**config.mk**
```make
export PLATFORM = sky130hd
export DESIGN_NAME = frequency_meter
export DESIGN_NICKNAME = d
export VERILOG_FILES = /design/src/rtl/frequency_meter.sv
export SDC_FILE = /design/constraint.sdc
export NUM_CORES = 1
export LEC_CHECK = 0
export BUFFER_PORTS_ARGS = -buffer_cell sky130_fd_sc_hd__buf_2
export CAP_MARGIN = 5
export CORE_MARGIN = 10
export CORE_UTILIZATION = 41
export DETAILED_ROUTE_END_ITERATION = 6
export PLACE_DENSITY_LB_ADDON = 0.25
export SYNTH_ARGS = -nofsm -noshare
export SYNTH_HDL_FRONTEND = slang
export SYNTH_SLANG_ARGS = --single-unit
```
**constraint.sdc**
```tcl
create_clock -name clock -period 4.8 [get_ports clock]
set_input_delay 0.24 -clock clock [delete_from_list [all_inputs] [get_ports clock]]
set_output_delay 0.24 -clock clock [all_outputs]
set_load 0.02 [all_outputs]
```
**src/rtl/frequency_meter.sv**
```systemverilog
// Frequency meter: measures the period and high time of an asynchronous input in
// system clock cycles, reports lock on stable periods and timeout on a stalled input.
module frequency_meter #(
    parameter int TIMEOUT   = 500000,
    parameter int TOLERANCE = 2
) (
    input  logic        clock,
    input  logic        reset_n,
    input  logic        sig_in,
    output logic [18:0] period,
    output logic [18:0] high_time,
    output logic        valid,
    output logic        locked,
    output logic        timeout
);

    localparam logic [18:0]        CNT_MAX = 19'(TIMEOUT - 1);
    localparam logic signed [19:0] TOL     = 20'(TOLERANCE);

    typedef enum logic [1:0] {
        IDLE    = 2'd0,
        ARMED   = 2'd1,
        MEASURE = 2'd2,
        STALLED = 2'd3
    } state_t;

    // state_q is the observation point for external checkers.
    state_t state_q, state_d;

    logic               s1, s2, s3;
    logic               rise, fall;
    logic               counting, at_limit;
    logic [18:0]        cnt, hcnt, cnt_inc;
    logic               hcnt_run;
    logic signed [19:0] diff, abs_diff;
    logic               in_tol;
    logic               meas_stb, meas_lock_upd, meas_lock;
    logic [18:0]        meas_period, meas_high;

    always_ff @(posedge clock or negedge reset_n) begin
        if (!reset_n) begin
            s1 <= 1'b0;
            s2 <= 1'b0;
            s3 <= 1'b0;
        end else begin
            s1 <= sig_in;
            s2 <= s1;
            s3 <= s2;
        end
    end

    assign rise     = s2 & ~s3;
    assign fall     = ~s2 & s3;
    assign counting = (state_q == ARMED) || (state_q == MEASURE);
    assign at_limit = counting && (cnt == CNT_MAX) && !rise;
    assign cnt_inc  = cnt + 19'd1;

    // period still holds the previous measurement when the next rise is processed.
    assign diff     = $signed({1'b0, cnt_inc}) - $signed({1'b0, period});
    assign abs_diff = diff[19] ? (20'sd0 - diff) : diff;
    assign in_tol   = (abs_diff <= TOL);

    always_ff @(posedge clock or negedge reset_n) begin
        if (!reset_n) state_q <= IDLE;
        else          state_q <= state_d;
    end

    always_comb begin
        state_d = state_q;
        case (state_q)
            IDLE: begin
                if (rise) state_d = ARMED;
            end
            ARMED, MEASURE: begin
                if (rise)          state_d = MEASURE;
                else if (at_limit) state_d = STALLED;
            end
            STALLED: begin
                if (rise) state_d = ARMED;
            end
            default: state_d = IDLE;
        endcase
    end

    // The rise cycle is itself the first high cycle, so hcnt restarts at 1.
    always_ff @(posedge clock or negedge reset_n) begin
        if (!reset_n) begin
            cnt      <= 19'd0;
            hcnt     <= 19'd0;
            hcnt_run <= 1'b0;
        end else begin
            case (state_q)
                IDLE: begin
                    cnt <= 19'd0;
                    if (rise) begin
                        hcnt     <= 19'd1;
                        hcnt_run <= 1'b1;
                    end else begin
                        hcnt     <= 19'd0;
                        hcnt_run <= 1'b0;
                    end
                end
                ARMED, MEASURE: begin
                    if (rise) begin
                        cnt      <= 19'd0;
                        hcnt     <= 19'd1;
                        hcnt_run <= 1'b1;
                    end else begin
                        if (cnt != CNT_MAX) cnt <= cnt_inc;
                        if (fall)          hcnt_run <= 1'b0;
                        else if (hcnt_run) hcnt     <= hcnt + 19'd1;
                    end
                end
                STALLED: begin
                    if (rise) begin
                        cnt      <= 19'd0;
                        hcnt     <= 19'd1;
                        hcnt_run <= 1'b1;
                    end
                end
                default: begin
                    cnt      <= 19'd0;
                    hcnt     <= 19'd0;
                    hcnt_run <= 1'b0;
                end
            endcase
        end
    end

    // Measurement capture stage; the output stage below publishes it one edge later.
    always_ff @(posedge clock or negedge reset_n) begin
        if (!reset_n) begin
            meas_stb      <= 1'b0;
            meas_lock_upd <= 1'b0;
            meas_lock     <= 1'b0;
            meas_period   <= 19'd0;
            meas_high     <= 19'd0;
        end else begin
            meas_stb      <= counting && rise;
            meas_lock_upd <= (state_q == MEASURE) && rise;
            if (counting && rise) begin
                meas_period <= cnt_inc;
                meas_high   <= hcnt;
                meas_lock   <= in_tol;
            end
        end
    end

    // valid is a single-cycle strobe with no back-pressure: period, high_time and
    // locked are coherent in the cycle valid is high and hold until the next strobe.
    always_ff @(posedge clock or negedge reset_n) begin
        if (!reset_n) begin
            period    <= 19'd0;
            high_time <= 19'd0;
            valid     <= 1'b0;
            locked    <= 1'b0;
            timeout   <= 1'b0;
        end else begin
            valid <= meas_stb;
            if (meas_stb) begin
                period    <= meas_period;
                high_time <= meas_high;
                if (meas_lock_upd) locked <= meas_lock;
            end
            if (at_limit) begin
                timeout <= 1'b1;
                locked  <= 1'b0;
            end else if ((state_q == STALLED) && rise) begin
                timeout <= 1'b0;
            end
        end
    end

endmodule

```
==> impl_results.md <==
- Initial antenna violation count: 0
- Num CTS Buffers: 17
- Post-detail-place hpwl: 11.92 mm
- Via count: 5659
- Core footprint: 17300 um^2
- Row count: 48
- Clk_lat worst skew: 0.43 ns
- DR pass1 iterations: 4
- Area growth syn-to-layout: 14.62%
- Setup TNS: 0 ns
- Top post-synthesis cells by area: dfrtp_1 44%, mux2_2 7.6%, o21ai_0 5.4%
- Req. time, crit path: 5.13 ns
- CTS sink cnt: 126
- Initial Util: 0.4187
- Placed Cells: 1002
- WL final: 16.73 mm
- Total leakage power: 3.942 nW
- Share of the synthesized area in the top cell type: 0.4354
- Total number of yosys warnings: 0
- Reg clk slew, reported paths: 0.06 ns
- Normalized max-slew margin: 0.2846
- Maximum fanout along the worst path: 7
- Worst Tran Pin Value: 1.073 ns
- Period minus WS final: 4.413 ns
- Port bufs: 43
- Routed WL per cell: 16.15 um
- Fin. max-slew vios: 0
- FF/Latch Area: 3157 um^2
- Die Wd: 152.9 um
- Reg2reg start: cnt[0]
- Commonest cells post-synth: 126 x dfrtp_1, 97 x nand2_1, 78 x o21ai_0
- Worst setup SP type: register
- Share of cells above drive strength 1: 0.2133
- Top FF cell, synth: dfrtp_1
- Seq/Total Area, Yosys: 0.4354
- Initial drt markers: 408
- TritonCTS clock tree: yes
- Most frequent cell after synthesis: dfrtp_1
- Net count, final: 829
- Syn Inst Count: 758
- Worst hold path class: register to register
- Largest net degree at the start of global routing: 59
- Avg Cell Area, Syn: 9.554 um^2
- GP Congestion: 0.8728
- H-tree levels: 4
- IO Pins: 44
- R2R Setup Slk: 0.39 ns
- Die area: 23380 um^2
- Status: complete, no violations
- First-pass GRT wire length: 27.76 mm
- Synthesized cell area: 7242 um^2
- Hold Path Depth: 0
- Critical path class: register to register
- Total gr overflow: 0
- Multi-input logic area: 3825 um^2
- R2R depth: 19
- Distinct cells, synth: 80
- RSZ-0062 raised after global routing: no
- Pwr Total: 4.921 mW
- Fillers: 1631
- Gr usage total: 0.1435
- Power per cell area: 592.9 nW/um^2
- Worst Path Arrival: 4.74 ns
- # DRC: 0
- Max IR drop VDD: 309.2 uV
- Root buffer cell: clkbuf_16
- Die height: 152.9 um
- Routed Antenna Nets: 0
- Placed cell area: 7637 um^2
- Final setup vio count: 0
- Clock Path Buffers: 2
- Cell accounting for the most synthesized area: dfrtp_1
- Critical path capture point type: register
- FMAX: 0.2266 GHz
- Synth Net Count: 788
- Final Cycle Share: 0.9194
- Hold Crit Start: s1
- Synth async-reset ratio: 1.000
- DR vias/cell: 5.462
- Vias in the first global route: 5365
- # diodes: 0
- Fin. Hold Viols: 0
- Max_cap viols: 0
- Synth Register Bits: 126
- Post-synth EDFFs: 0
- Final std cells w/o fill: 1036
- Post-route cell area: 8300 um^2
- FF-to-FF End: meas_lock
- Hold Path Sink: s2
- Clock skew: 0.01038 ns
-- worst max path at each step --
stage	startpoint	to	slack, ns	cells after the start
2_1_floorplan	cnt[0]	meas_lock	0.67	21
3_3_place_gp	cnt[0]	meas_lock	0.35	18
3_5_place_dp	cnt[0]	meas_lock	0.20	18
4_1_cts	cnt[0]	meas_lock	0.12	19
5_1_grt	cnt[0]	meas_lock	0.05	19
6_report	cnt[0]	meas_lock	0.39	19
-- placed cells by master, fill, tap and decap left out, types with 4 or more instances in the layout --
| master | instances |
|---|---|
| clkbuf_16 | 17 |
| nor3_1 | 13 |
| xnor2_1 | 13 |
| nand2_1 | 97 |
| nand4_1 | 10 |
| inv_1 | 46 |
| a21oi_1 | 23 |
| nor2_1 | 48 |
| o31ai_1 | 9 |
| dfrtp_1 | 123 |
| a21o_1 | 4 |
| buf_2 | 42 |
| o21ai_1 | 4 |
| a211oi_1 | 4 |
| inv_6 | 5 |
| o22ai_1 | 4 |
| xor2_1 | 25 |
| or3_1 | 6 |
| nand3_1 | 23 |
| mux2_2 | 49 |
| and3_1 | 4 |
| nor2b_1 | 5 |
| buf_4 | 10 |
| mux2i_1 | 7 |
| a31oi_1 | 8 |
| nor4_1 | 6 |
| ha_1 | 25 |
| o21ai_0 | 76 |
| and2_1 | 4 |
| nand2b_1 | 4 |
-- kinds of logic (layout without fill, tap and decap cells) --
logic type,after synthesis,count (layout),synth area share
AND/OR/NAND/NOR,257,257,0.1767
AO/OA/AOI/OAI,171,171,0.1536
flip-flops,126,126,0.4354
buffers and inverters,78,131,0.04665
multiplexers,56,56,0.08587
XOR/XNOR,43,43,0.05408
adder cells (fa/ha/maj),27,27,0.04768
-- registers in the layout, summed over array words and instances (netlist names) --
register,flops
s1,1
period,19
hcnt_run,1
locked,1
high_time,19
hcnt,19
s2,1
valid,1
meas_lock_upd,1
s3,1
meas_stb,1
state_q,2
timeout,1
meas_lock,1
meas_period,19
cnt,19
meas_high,19
-- power breakdown --
group | switching [mW] | leakage (nW) | internal (mW)
Clock | 0.514 | 0.266 | 0.719
Combinational | 1.50 | 1.95 | 0.941
Sequential | 0.0996 | 1.73 | 1.15
-- final cells by class --
type	instances	area share
multi-input cells	554	0.4608
clock inverters	13	0.01568
repair buffers	54	0.03678
clock buffers	18	0.05170
inverters	46	0.02080
well taps	225	0.03392
flip-flops and latches	126	0.3803
-- worst max-delay path, stage by stage, from the launching register on --
cell and delay (ns):
dfrtp_2 0.41, ha_1 0.22, nand4_1 0.18, nor2_2 0.17, and4_2 0.28, and3_1 0.25
and3_4 0.26, nand3_2 0.13, xnor2_2 0.17, ha_1 0.36, a21o_1 0.14, a21oi_1 0.09
a32oi_1 0.25, a21oi_2 0.11, or2_2 0.37, xnor2_1 0.17, o22ai_1 0.11, nor4_1 0.31
o211ai_1 0.14, o31ai_1 0.21
-- through the flow --
stage | util | worst slack [ns] | hold WS, ns
global route | 0.4799 | 0.04662 | 0.3566
CTS | 0.4750 | 0.1210 | 0.3503
floorplan | - | 0.6725 | -0.05559
finish | 0.4799 | 0.3868 | 0.3505
detailed placement | 0.4416 | 0.2036 | 0.3021
global placement | 0.4416 | 0.3501 | 0.2987
-- metal layers --
layer | GRT usage | vias to the layer above | part of all wire
li1 | - | 2777 | -
met1 | 0.1851 | 2754 | 0.48
met2 | 0.2314 | 108 | 0.47
met3 | 0.03535 | 20 | 0.037
met4 | 0.04496 | 0 | 0.012
met5 | 0 | - | 0
-- what timing repair did --
item,4_1_cts,5_1_grt
hold buffers,2,0
resized for setup,0,21
hold endpoints to repair,48,0
endpoints found under the setup margin,0,1
setup buffers,0,1
Note: power is estimated with default switching activity, not from simulation.
